$ cat config.mk
export PLATFORM = sky130hd
export DESIGN_NAME = imem_loader
export DESIGN_NICKNAME = d
export VERILOG_FILES = /design/src/rtl/imem_loader.sv
export SDC_FILE = /design/constraint.sdc
export NUM_CORES = 1
export LEC_CHECK = 0
export ABC_CLOCK_PERIOD_IN_PS = 4200
export BUFFER_PORTS_ARGS = -buffer_cell sky130_fd_sc_hd__buf_2
export CORE_ASPECT_RATIO = 0.9
export CORE_MARGIN = 1
export CORE_UTILIZATION = 62
export CTS_CLUSTER_DIAMETER = 80
export DETAILED_ROUTE_END_ITERATION = 8
export PLACE_DENSITY = 0.85
export SETUP_SLACK_MARGIN = 0.05
export SLEW_MARGIN = 20
export SYNTH_ARGS = -nofsm -noshare
export SYNTH_HDL_FRONTEND = slang
export SYNTH_SLANG_ARGS = --single-unit
export TNS_END_PERCENT = 30
$ cat constraint.sdc
create_clock -name clk -period 4.2 [get_ports clk]
set_clock_uncertainty 0.1 [all_clocks]
set_input_delay 0.63 -clock clk [delete_from_list [all_inputs] [get_ports clk]]
set_output_delay 0.63 -clock clk [all_outputs]
set_load 0.02 [all_outputs]
$ cat src/rtl/imem_loader.sv
// rtl/imem_loader.sv - boot loader streaming bytes into instruction memory and releasing the CPU
module imem_loader #(
    parameter int ADDR_W  = 8,
    parameter int INSTR_W = 16,
    parameter int DEPTH   = 256
) (
    input  logic               clk,
    input  logic               reset,
    input  logic               in_valid,
    input  logic [7:0]         in_data,
    output logic               in_ready,
    output logic               imem_we,
    output logic [ADDR_W-1:0]  imem_addr,
    output logic [INSTR_W-1:0] imem_wdata,
    output logic               cpu_reset,
    output logic               load_done,
    output logic               load_err
);

    // count must hold DEPTH itself, so it is one bit wider than an address
    localparam int CNT_W = $clog2(DEPTH) + 1;

    typedef enum logic [2:0] {
        S_IDLE,
        S_HI,
        S_LO,
        S_WRITE,
        S_CSUM,
        S_RUN
    } state_t;

    state_t             state, state_n;
    logic [CNT_W-1:0]   count, count_n;
    logic [ADDR_W-1:0]  index, index_n;
    logic [7:0]         sum, sum_n;
    logic [7:0]         hi, hi_n;
    logic               imem_we_n;
    logic [ADDR_W-1:0]  imem_addr_n;
    logic [INSTR_W-1:0] imem_wdata_n;
    logic               cpu_reset_n;
    logic               load_done_n;
    logic               load_err_n;
    logic               accept;
    logic               last_word;

    // ready depends only on the registered state so the source never sees a combinational loop
    always_comb begin
        in_ready = (state != S_WRITE) && (state != S_RUN);
    end

    // next-state and next-register computation; every register holds by default
    always_comb begin
        state_n      = state;
        count_n      = count;
        index_n      = index;
        sum_n        = sum;
        hi_n         = hi;
        imem_we_n    = 1'b0;
        imem_addr_n  = imem_addr;
        imem_wdata_n = imem_wdata;
        cpu_reset_n  = cpu_reset;
        load_done_n  = load_done;
        load_err_n   = load_err;
        accept       = in_valid && in_ready;
        last_word    = (CNT_W'(index) == (count - CNT_W'(1)));

        case (state)
            S_IDLE: begin
                if (accept) begin
                    // header 0 stands for a full-memory image
                    count_n    = (in_data == 8'd0) ? CNT_W'(DEPTH) : CNT_W'(in_data);
                    index_n    = '0;
                    sum_n      = 8'd0;
                    load_err_n = 1'b0;
                    state_n    = S_HI;
                end
            end
            S_HI: begin
                if (accept) begin
                    hi_n    = in_data;
                    sum_n   = sum + in_data;
                    state_n = S_LO;
                end
            end
            S_LO: begin
                if (accept) begin
                    sum_n        = sum + in_data;
                    imem_wdata_n = {hi, in_data};
                    imem_addr_n  = index;
                    imem_we_n    = 1'b1;
                    state_n      = S_WRITE;
                end
            end
            S_WRITE: begin
                // the strobe drops here by default; the index only advances if more words follow
                if (last_word) begin
                    state_n = S_CSUM;
                end else begin
                    index_n = index + ADDR_W'(1);
                    state_n = S_HI;
                end
            end
            S_CSUM: begin
                if (accept) begin
                    if (in_data == sum) begin
                        cpu_reset_n = 1'b0;
                        load_done_n = 1'b1;
                        state_n     = S_RUN;
                    end else begin
                        load_err_n = 1'b1;
                        state_n    = S_IDLE;
                    end
                end
            end
            S_RUN: begin
                // terminal until reset; the CPU owns the memory now
            end
            default: begin
                state_n = S_IDLE;
            end
        endcase
    end

    // state and datapath registers with asynchronous reset
    always_ff @(posedge clk or posedge reset) begin
        if (reset) begin
            state      <= S_IDLE;
            count      <= '0;
            index      <= '0;
            sum        <= 8'd0;
            hi         <= 8'd0;
            imem_we    <= 1'b0;
            imem_addr  <= '0;
            imem_wdata <= '0;
            cpu_reset  <= 1'b1;
            load_done  <= 1'b0;
            load_err   <= 1'b0;
        end else begin
            state      <= state_n;
            count      <= count_n;
            index      <= index_n;
            sum        <= sum_n;
            hi         <= hi_n;
            imem_we    <= imem_we_n;
            imem_addr  <= imem_addr_n;
            imem_wdata <= imem_wdata_n;
            cpu_reset  <= cpu_reset_n;
            load_done  <= load_done_n;
            load_err   <= load_err_n;
        end
    end

endmodule

==> run_results.csv, run 1 <==
group,metric,value,unit
drt,dr.pass1.iters,4,
synth,synth_top_area_share,50.0,%
cts,ctsHoldBuffers,0,
cts,path_clk_slew,0.08,ns
timing,slew_viol_final,0,
cts,cts_resized,0,
setup_path,worstPathArrival,2.77,ns
cts,clkLatencyLatePin,0.34,ns
final_layout,layout.area.seq,0.00160,mm²
cts,cts_num_sinks,64,
floorplan,die_h,69.6,µm
synth,synth_area_leader_cell,"dfrtp_1",
cts,cts_htree_levels,3,
setup_path,critPathLaunchType,"register",
final_layout,multi_input_area,0.00147,mm²
drt,wl,6320,µm
synth,synth.avg_cell_area,11.0,µm²
synth,synthTopCellsByCount,"63 x dfrtp_1, 39 x nand2_1, 33 x mux2_2",
global_routing,grt_pass1_wl,10700,µm
timing,hold_viol,0,
synth,yosysMostFrequentCell,"dfrtp_1",
drt,drtAntennaViolNets,0,
final_layout,drive_gt1_share,30.5,%
synth,ys_ff_latch,64,
floorplan,initial_core_util,64.8,%
setup_path,timing.rr.start,"count[0]",
cts,clockRootBuffer,"clkbuf_8",
global_routing,grt-ovfl-total,0,
floorplan,die_x,77.1,µm
power,ir_drop,0.000507,V
synth,synth_cell_types,50,
floorplan,core_area,0.00486,mm²
synth,yosys_warnings,0,
setup_path,required,4.36,ns
drt,vias,2305,
floorplan,rows,24,
timing,final.min_clock_period,2.60,ns
cts,cts_buffers,9,
setup_path,worst-r2r-cell-count,9,
timing,fmax,0.384,GHz
final_layout,nNetsFinal,347,
cts,postCtsSetupBuffers,0,
global_routing,antenna_found_initial,0,
synth,synth_seq_area_share,50.9,%
timing,rsz0062_at_grt,"no",
synth,synth_area_leaders,"dfrtp_1 50%, mux2_2 12%, nand2_1 4.6%, ha_1 3.6%, xnor2_1 2.8%",
timing,tightest_slew,0.801,ns
global_routing,grt_max_degree,40,
setup_path,reg2reg_to,"index[6]",
final_layout,syn_to_final_growth,14.1,%
final_layout,fill_cells,366,
global_routing,grt.total_usage,26.0,%
timing,tns,0,ns
placement,portBuffers,39,
final_layout,diodes,0,
setup_path,end_kind,"register",
synth,netlist_instances,286,
timing,period_share,62.0,%
drt,route.detailed.drc,0,
synth,synthFlopType,"dfrtp_1",
status,run_status,"finished, final reports clean",
drt,wire_per_inst,16.0,µm
setup_path,cp_max_fo,16,
drt,drtIter0Drc,157,
power,total_power,2.63,mW
synth,synth_nets,307,
floorplan,fp.dieArea,0.00537,mm²
synth,synth_edf_count,0,
setup_path,path_class,"reg -> reg",
synth,synth_area,0.00315,mm²
synth,ys_async_sr_fraction,100,%
floorplan,io_pins,40,
drt,via_per_inst,5.82,
power,p_leak,1.67,nW
cts,cts_tree,"yes",
min_path,hold_class,"in -> async",
timing,setup_viol,0,
cts,cts_buffer_depth,2,
placement,dp_hpwl,4430,µm
global_routing,grt_pass1_vias,2263,
placement,gp_congestion,0.898,
job,maxCapViolations,0,
timing,relSlewSlack,46.5,%
power,power_density,731,mW/mm²
setup_path,r2r_slack,1.60,ns
[how the worst max path moves through the flow]
stage	depth (start not counted)	end	slack, ns	start
detailed placement	9	sum[7]	1.52	in_data[1]
finish	9	index[6]	1.60	count[0]
floorplan	1	count[0]	1.87	reset
global placement	9	sum[7]	1.61	in_data[1]
CTS	9	index[6]	1.67	count[0]
global route	9	index[7]	1.52	count[0]
[final cells by class]
type / instances / area share, %
timing repair buffer: 42 / 6.06
inverter: 7 / 0.731
clock buffer: 9 / 3.45
sequential: 64 / 44.6
multi-input combinational: 202 / 40.9
tap: 65 / 2.26
clock inverter: 7 / 1.98
[state kept, by name, summed over array words and instances, names as in the netlist]
| name | flops |
|---|---|
| imem_wdata | 16 |
| count | 9 |
| hi | 8 |
| imem_addr | 8 |
| index | 8 |
| sum | 8 |
| state | 3 |
| cpu_reset | 1 |
| imem_we | 1 |
| load_done | 1 |
| load_err | 1 |
[power breakdown]
part	switching [mW]	leakage (nW)	total (mW)	internal, mW
Sequential	0.196	0.810	1.04	0.848
Clock	0.247	0.0916	0.520	0.273
Combinational	0.581	0.767	1.06	0.483
Total	1.02	1.67	2.63	1.60
[placed cells by master (no fill, tap or decap), types with 3 or more instances in the layout]
cell type   instances
o31ai_1             5
mux2_2             33
o211ai_1            3
a21oi_1             9
nand2b_1            5
nand2_1            39
a21o_1              3
a22o_1              4
buf_4               3
nor2_1              9
ha_1                9
nor3b_1             4
o21ai_0            13
dfrtp_1            63
nand3_1             6
buf_2              39
inv_1               6
clkbuf_8            9
nand3b_1            3
xnor2_1            10
nor3_1              5
clkinvlp_4          3
nor4_1              6
[layer usage]
layer,wire [µm],global-route usage (%),vias up,share of wire [%]
met3,304,6.84,8,4.8
met4,42,7.34,0,0.66
met5,0,0,-,0
met1,2920,36.6,1136,46
met2,3050,39.9,58,48
li1,-,-,1103,-
[stage by stage]
stage / area (µm²) / setup slack [ns] / utilization [%] / hold WS (ns) / instances
3_3_place_gp: 3400 / 1.61 / 69.9 / 0.346 / 380
3_5_place_dp: 3400 / 1.52 / 69.9 / 0.348 / 380
5_1_grt: 3590 / 1.52 / 73.9 / 0.396 / 396
6_report: 3590 / 1.60 / 73.9 / 0.335 / 396
4_1_cts: 3590 / 1.67 / 73.9 / 0.360 / 396
2_1_floorplan: 3150 / 1.87 / - / 0.353 / 286
[worst max-delay path, cell delays in order, from the launching register on]
cell and delay, ns:
dfrtp_1 0.42, inv_1 0.09, ha_1 0.19, nor3b_2 0.29
a221o_1 0.21, nand2_1 0.06, o22ai_2 0.20, o21ai_2 0.23
or4_1 0.55, a21oi_1 0.18
[cells by family after synthesis]
family	Yosys count	share of synthesized area [%]
flops	64	50.9
fa+ha+maj	10	4.21
simple gates	95	15.7
mux	34	12.1
compound gates	50	10.7
buf+inv	20	2.54
xor+xnor	13	3.85
Note: power is estimated with default switching activity, not from simulation.
==> run 2, diff against run 1 <==
--- a/config.mk
+++ b/config.mk
@@ -5,14 +5,15 @@
 export SDC_FILE = /design/constraint.sdc
 export NUM_CORES = 1
 export LEC_CHECK = 0
-export ABC_CLOCK_PERIOD_IN_PS = 4200
+export ABC_AREA = 1
+export ABC_CLOCK_PERIOD_IN_PS = 2100
 export BUFFER_PORTS_ARGS = -buffer_cell sky130_fd_sc_hd__buf_2
 export CORE_ASPECT_RATIO = 0.9
 export CORE_MARGIN = 1
-export CORE_UTILIZATION = 62
+export CORE_UTILIZATION = 52
 export CTS_CLUSTER_DIAMETER = 80
 export DETAILED_ROUTE_END_ITERATION = 8
-export PLACE_DENSITY = 0.85
+export PLACE_DENSITY = 0.75
 export SETUP_SLACK_MARGIN = 0.05
 export SLEW_MARGIN = 20
 export SYNTH_ARGS = -nofsm -noshare
==> constraint.sdc (replaced) <==
create_clock -name clk -period 2.1 [get_ports clk]
set_clock_uncertainty 0.1 [all_clocks]
set_input_delay 0.315 -clock clk [delete_from_list [all_inputs] [get_ports clk]]
set_output_delay 0.315 -clock clk [all_outputs]
set_load 0.02 [all_outputs]
==> run 2 against run 1 <==
Against the previous run: utilization shrank 10 points; synthesized cell count increased by 49%; largest cell class unchanged; via count increased by 28%; clock-buffer cell count is the same; non-clock buffer count up 6.
==> run_results.csv, run 2 <==
group,metric,value,unit
timing,tns,0,ns
floorplan,initial_core_util,54.5,%
drt,dr.pass1.iters,4,
global_routing,grt-ovfl-total,0,
min_path,hold_class,"in -> reg",
timing,setup_viol,0,
synth,synth_edf_count,0,
final_layout,nNetsFinal,495,
power,p_comb_share,7.5,%
setup_path,crit_family,"simple AND/OR/NAND/NOR gates",
floorplan,die_h,78.4,µm
setup_path,cp_max_fo,6,
timing,hold_viol,0,
timing,rsz0062_at_grt,"yes",
global_routing,met1_usage,31.7,%
timing,tightest_slew,0.610,ns
floorplan,die_x,86.9,µm
synth,synth_area,0.00337,mm²
global_routing,grt_max_degree,43,
setup_path,end_kind,"register",
power,switchingPower,673,µW
drt,drtIter0Drc,160,
cts,cts_htree_levels,3,
job,maxCapViolations,0,
power,power_density,678,mW/mm²
timing,relSlewSlack,59.2,%
setup_path,critPathMaxStageDelay,0.41,ns
final_layout,drive_gt1_share,19.0,%
setup_path,slowest_stage,"dfrtp_1",
synth,ys_ff_latch,64,
global_routing,grt_busiest_layer,"met2",
cts,cts_num_sinks,64,
final_layout,diodes,0,
timing,final.min_clock_period,1.96,ns
cts,path_clk_slew,0.07,ns
floorplan,rows,27,
power,p_int,2.00,mW
floorplan,core_area,0.00618,mm²
global_routing,globalRouteMet3Util,6.62,%
global_routing,grt.total_usage,23.9,%
drt,route.detailed.drc,0,
drt,vias,2953,
synth,synthFlopType,"dfrtp_1",
synth,yosysMostFrequentCell,"nand2_1",
min_path,hold_path_depth,2,
power,swShare,25.1,%
floorplan,fp.dieArea,0.00681,mm²
placement,gp_congestion,0.917,
final_layout,syn_to_final_growth,17.1,%
placement,portBuffers,39,
setup_path,critPathBufInv,3,
global_routing,use_met2,38.6,%
synth,synth_area_leader_cell,"dfrtp_1",
status,run_status,"finished, final reports clean",
final_layout,largest_register_ff_count,16,
synth,synth_cell_types,35,
synth,netlist_instances,425,
timing,fmax,0.510,GHz
final_layout,fill_cells,549,
power,p_leak,2.05,nW
setup_path,required,2.24,ns
final_layout,mostFrequentLayoutCell,"nand2_1",
drt,drtAntennaViolNets,0,
final_layout,mostFrequentLayoutCells,"139 x nand2_1, 63 x dfrtp_1, 39 x buf_2, 35 x inv_1",
cts,cts_tree,"yes",
synth,synth_seq_area_share,47.5,%
cts,cts_buffers,9,
power,clkPwrFrac,44.7,%
setup_path,crit_chain,"inv_2, ha_4, nand2_1, inv_1, nor2_1, nand2_1, nor2_1, nand2_1, nor2_4, nand3_4, buf_4, nand4_1, nand2_1",
cts,clkLatencyLatePin,0.34,ns
setup_path,r2r_slack,0.14,ns
floorplan,io_pins,40,
synth,ys_async_sr_fraction,100,%
final_layout,top_regs,"imem_wdata x16, count x9",
global_routing,grt_pass1_wl,12400,µm
cts,cts_buffer_depth,2,
drt,via_per_inst,5.22,
setup_path,worst-r2r-cell-count,13,
drt,wire_per_inst,13.1,µm
synth,yosys_warnings,0,
timing,whs,0.161,ns
global_routing,antenna_found_initial,0,
timing,slew_viol_final,0,
final_layout,max_flop_register,"imem_wdata",
setup_path,path_depth,13,
setup_path,critPathLaunchType,"register",
synth,synth_nets,446,
synth,synth.avg_cell_area,7.93,µm²
setup_path,cpMostUsedCell,"nand2_1",
global_routing,grt_pass1_vias,2728,
drt,wl,7410,µm
setup_path,worstPathArrival,2.10,ns
timing,period_share,93.4,%
placement,dp_hpwl,5250,µm
synth,synthTopCellsByCount,"139 x nand2_1, 63 x dfrtp_1, 36 x inv_1",
power,ir_drop,0.000493,V
power,p_seq_share,47.8,%
cts,clockRootBuffer,"clkbuf_8",
setup_path,path_class,"reg -> reg",
synth,synth_top_area_share,46.8,%
synth,synth_area_leaders,"dfrtp_1 47%, nand2_1 15%, nand3_1 4.6%, o21ai_1 4.6%, inv_1 4.0%",
run 2: cell families (layout without fill, tap and decap cells):
| group | count (synthesis) | in the layout | synth area share, % |
|---|---|---|---|
| AND/OR/NAND/NOR | 223 | 224 | 29.4 |
| buffers and inverters | 56 | 109 | 6.83 |
| flip-flops | 64 | 64 | 47.5 |
| XOR/XNOR | 10 | 10 | 2.60 |
| AO/OA/AOI/OAI | 62 | 62 | 9.68 |
| adder cells (fa/ha/maj) | 10 | 10 | 3.93 |
run 2: worst paths after layout:
| kind | start | end |
|---|---|---|
| setup / recovery | count[0] | index[2] |
| min in group asynchronous | reset | imem_addr[5] |
| hold reg to reg | cpu_reset | cpu_reset |
| setup reg to reg | count[0] | index[2] |
| max in group asynchronous | reset | cpu_reset |
| hold / removal | in_valid | state[1] |
run 2: power groups by stage:
| stage | clock (mW) | combinational, mW | sequential [mW] |
|---|---|---|---|
| after floorplan | 0 | 0.104 | 1.32 |
| final | 1.20 | 0.201 | 1.28 |
| after CTS | 1.22 | 0.196 | 1.28 |
| after global routing | 1.28 | 0.224 | 1.28 |
| after detailed placement | 0 | 0.193 | 1.30 |
| after global placement | 0 | 0.190 | 1.30 |
run 2: timing repair:
| action | 4_1_cts | 5_1_grt |
|---|---|---|
| resized for setup | 0 | 3 |
| buffers inserted | 0 | 2 |
| endpoints found under the hold margin | 63 | 0 |
| hold buffers | 1 | 0 |
| setup endpoints to repair | 0 | 13 |
run 2: area by class of cell:
type | count | area [µm²] | area share [%]
Sequential cell | 64 | 1600 | 40.6
Clock buffer | 9 | 124 | 3.14
Clock inverter | 7 | 104 | 2.63
Timing Repair Buffer | 48 | 278 | 7.03
Multi-Input combinational cell | 306 | 1560 | 39.6
Inverter | 45 | 169 | 4.28
Tap cell | 87 | 109 | 2.76
run 2: metrics by stage:
stage | utilization (%) | area, µm² | power, mW | setup WS (ns) | instances
CTS | 63.2 | 3910 | 2.70 | 0.108 | 563
global route | 63.9 | 3950 | 2.79 | 0.00827 | 566
detailed placement | 59.4 | 3670 | 1.50 | 0.0619 | 546
global placement | 59.4 | 3670 | 1.49 | 0.0902 | 546
floorplan | - | 3370 | 1.42 | 0.0886 | 425
finish | 63.9 | 3950 | 2.68 | 0.139 | 566
run 2: worst reg2reg max path, delay by kind of cell, from the launching register on:
kind	cells	cell delay [ns]
simple gates	9	0.80
flops	1	0.41
buf+inv	3	0.33
fa+ha+maj	1	0.22
run 2: metal layers:
metal	wire (µm)	up-vias	part of all wire, %
met5	0	-	0
met4	31	0	0.42
met3	372	4	5.0
met2	3540	68	48
met1	3460	1409	47
li1	-	1472	-
==> run 3, diff against run 2 <==
--- a/config.mk
+++ b/config.mk
@@ -5,7 +5,6 @@
 export SDC_FILE = /design/constraint.sdc
 export NUM_CORES = 1
 export LEC_CHECK = 0
-export ABC_AREA = 1
 export ABC_CLOCK_PERIOD_IN_PS = 2100
 export BUFFER_PORTS_ARGS = -buffer_cell sky130_fd_sc_hd__buf_2
 export CORE_ASPECT_RATIO = 0.9
@@ -13,7 +12,7 @@
 export CORE_UTILIZATION = 52
 export CTS_CLUSTER_DIAMETER = 80
 export DETAILED_ROUTE_END_ITERATION = 8
-export PLACE_DENSITY = 0.75
+export PLACE_DENSITY = 0.76
 export SETUP_SLACK_MARGIN = 0.05
 export SLEW_MARGIN = 20
 export SYNTH_ARGS = -nofsm -noshare
==> run 3 against run 2 <==
Against the previous run: the flow now finishes with violations (design-rule violations, negative setup slack); setup slack lost 0.24 ns; first-iteration DRC count shrank 40%; final cell count shrank 22%; critical path type unchanged; largest cell class is now multi-input gates.
==> run_results.csv, run 3 (synthesis gave the netlist of run 1 again) <==
group,metric,value,unit
timing,tightest_slew,0.438,ns
timing,fmax,0.454,GHz
global_routing,grt.total_usage,23.9,%
power,power_density,1450,mW/mm²
final_layout,largest_register_ff_count,16,
cts,clockRootBuffer,"clkbuf_8",
floorplan,die_h,75.8,µm
drt,wire_per_inst,16.2,µm
placement,dp_hpwl,4930,µm
final_layout,top_regs,"imem_wdata x16, count x9",
timing,period_share,105,%
setup_path,path_class,"reg -> reg",
final_layout,mostFrequentLayoutCells,"63 x dfrtp_1, 43 x buf_4, 39 x nand2_1, 39 x buf_2, 33 x mux2_2",
power,p_leak,1.91,nW
timing,tns,-0.258,ns
min_path,hold_class,"in -> reg",
final_layout,drive_gt1_share,44.7,%
final_layout,layout.area.seq,0.00160,mm²
cts,cts_buffers,9,
setup_path,end_kind,"register",
setup_path,critPathLaunchType,"register",
timing,final.min_clock_period,2.20,ns
drt,drtIter0Drc,96,
min_path,hold_path_depth,3,
placement,portBuffers,39,
timing,hold_viol,0,
final_layout,fill_cells,420,
status,violations,"design-rule violations, negative setup slack",
floorplan,rows,26,
final_layout,diodes,0,
global_routing,grt_pass1_vias,2370,
final_layout,max_flop_register,"imem_wdata",
final_layout,mostFrequentLayoutCell,"dfrtp_1",
drt,vias,2477,
power,ir_drop,0.000952,V
cts,cts_tree,"yes",
drt,route.detailed.drc,2,
timing,setup_viol,6,
floorplan,core_area,0.00576,mm²
setup_path,required,2.27,ns
cts,path_clk_slew,0.08,ns
cts,cts_num_sinks,64,
cts,cts_htree_levels,3,
drt,wl,7170,µm
global_routing,grt_pass1_wl,11300,µm
timing,slew_viol_final,0,
timing,rsz0062_at_grt,"yes",
global_routing,antenna_found_initial,0,
status,run_status,"finished with violations",
cts,cts_buffer_depth,2,
setup_path,worst-r2r-cell-count,10,
drt,via_per_inst,5.58,
final_layout,syn_to_final_growth,30.5,%
job,maxCapViolations,0,
cts,clkLatencyLatePin,0.35,ns
setup_path,cp_max_fo,4,
final_layout,nNetsFinal,390,
final_layout,multi_input_area,0.00162,mm²
global_routing,grt_max_degree,65,
placement,gp_congestion,0.811,
global_routing,grt-ovfl-total,0,
timing,relSlewSlack,70.7,%
floorplan,initial_core_util,54.7,%
floorplan,fp.dieArea,0.00637,mm²
timing,fin_ws,-0.102,ns
placement,dp_slack,-0.291,ns
drt,drtAntennaViolNets,0,
drt,dr.pass1.iters,7,
setup_path,worstPathArrival,2.37,ns
floorplan,io_pins,40,
floorplan,die_x,84.1,µm
-- run 3: changes by cell type in the layout (fill, tap and decap cells not counted), moves of 9 or more --
cell / previous run / this run
nor2_1: 20 / 8
mux2_2: 0 / 33
inv_1: 35 / 4
buf_4: 7 / 43
xnor2_1: 1 / 10
nand2_1: 139 / 39
o21ai_1: 31 / 2
nand3_1: 31 / 6
-- run 3: routing by layer --
| metal | wire length [µm] | vias to the layer above | GRT usage (%) |
|---|---|---|---|
| met2 | 3540 | 59 | 42.3 |
| met3 | 305 | 16 | 7.15 |
| met5 | 0 | - | 0 |
| li1 | - | 1191 | - |
| met1 | 3180 | 1211 | 27.6 |
| met4 | 149 | 0 | 10.7 |
-- run 3: power by group --
| part | internal [mW] | switching [mW] |
|---|---|---|
| combinational | 1.39 | 1.44 |
| clock | 0.584 | 0.514 |
| sequential | 1.70 | 0.318 |
-- run 3: cell type report --
type | instances | area share (%)
Timing Repair Buffer | 85 | 13.8
Sequential cell | 64 | 39.0
Clock inverter | 6 | 1.64
Multi-Input combinational cell | 202 | 39.5
Clock buffer | 10 | 3.35
Inverter | 7 | 0.639
Tap cell | 70 | 2.13
-- run 3: path summary, 6_finish.rpt --
kind,start,end,slack (ns)
min in group asynchronous,reset,imem_wdata[14],0.47
max,count[0],index[5],-0.10
min,in_data[7],count[7],0.16
min reg2reg,load_done,load_done,0.37
max reg2reg,count[0],index[5],-0.10
max in group asynchronous,reset,cpu_reset,1.09
-- run 3: what timing repair did --
action	4_1_cts	5_1_grt
endpoints found under the hold margin	63	0
hold buffers	1	0
setup buffers	1	1
gates resized for setup	15	9
pin swaps	8	5
endpoints found under the setup margin	15	14
-- run 3: per-stage QoR --
stage / cell area [µm²] / total power [mW] / instances / hold WS (ns) / util [%]
after floorplan: 3170 / 3.70 / 286 / 0.320 / -
after global routing: 4110 / 6.32 / 444 / 0.154 / 71.4
final: 4110 / 5.95 / 444 / 0.162 / 71.4
after global placement: 3750 / 4.51 / 425 / 0.306 / 65.1
after detailed placement: 3750 / 4.61 / 425 / 0.319 / 65.1
after CTS: 4070 / 5.89 / 443 / 0.149 / 70.7
-- run 3: critical path: stages, from the launching register on --
cell and delay (ns):
dfrtp_1 0.40, inv_2 0.09, ha_4 0.14, nor3b_4 0.23, a221o_1 0.19, nand2_1 0.06, o22ai_2 0.13, o21ai_2 0.10
buf_4 0.15, or4_4 0.41, a21oi_2 0.14
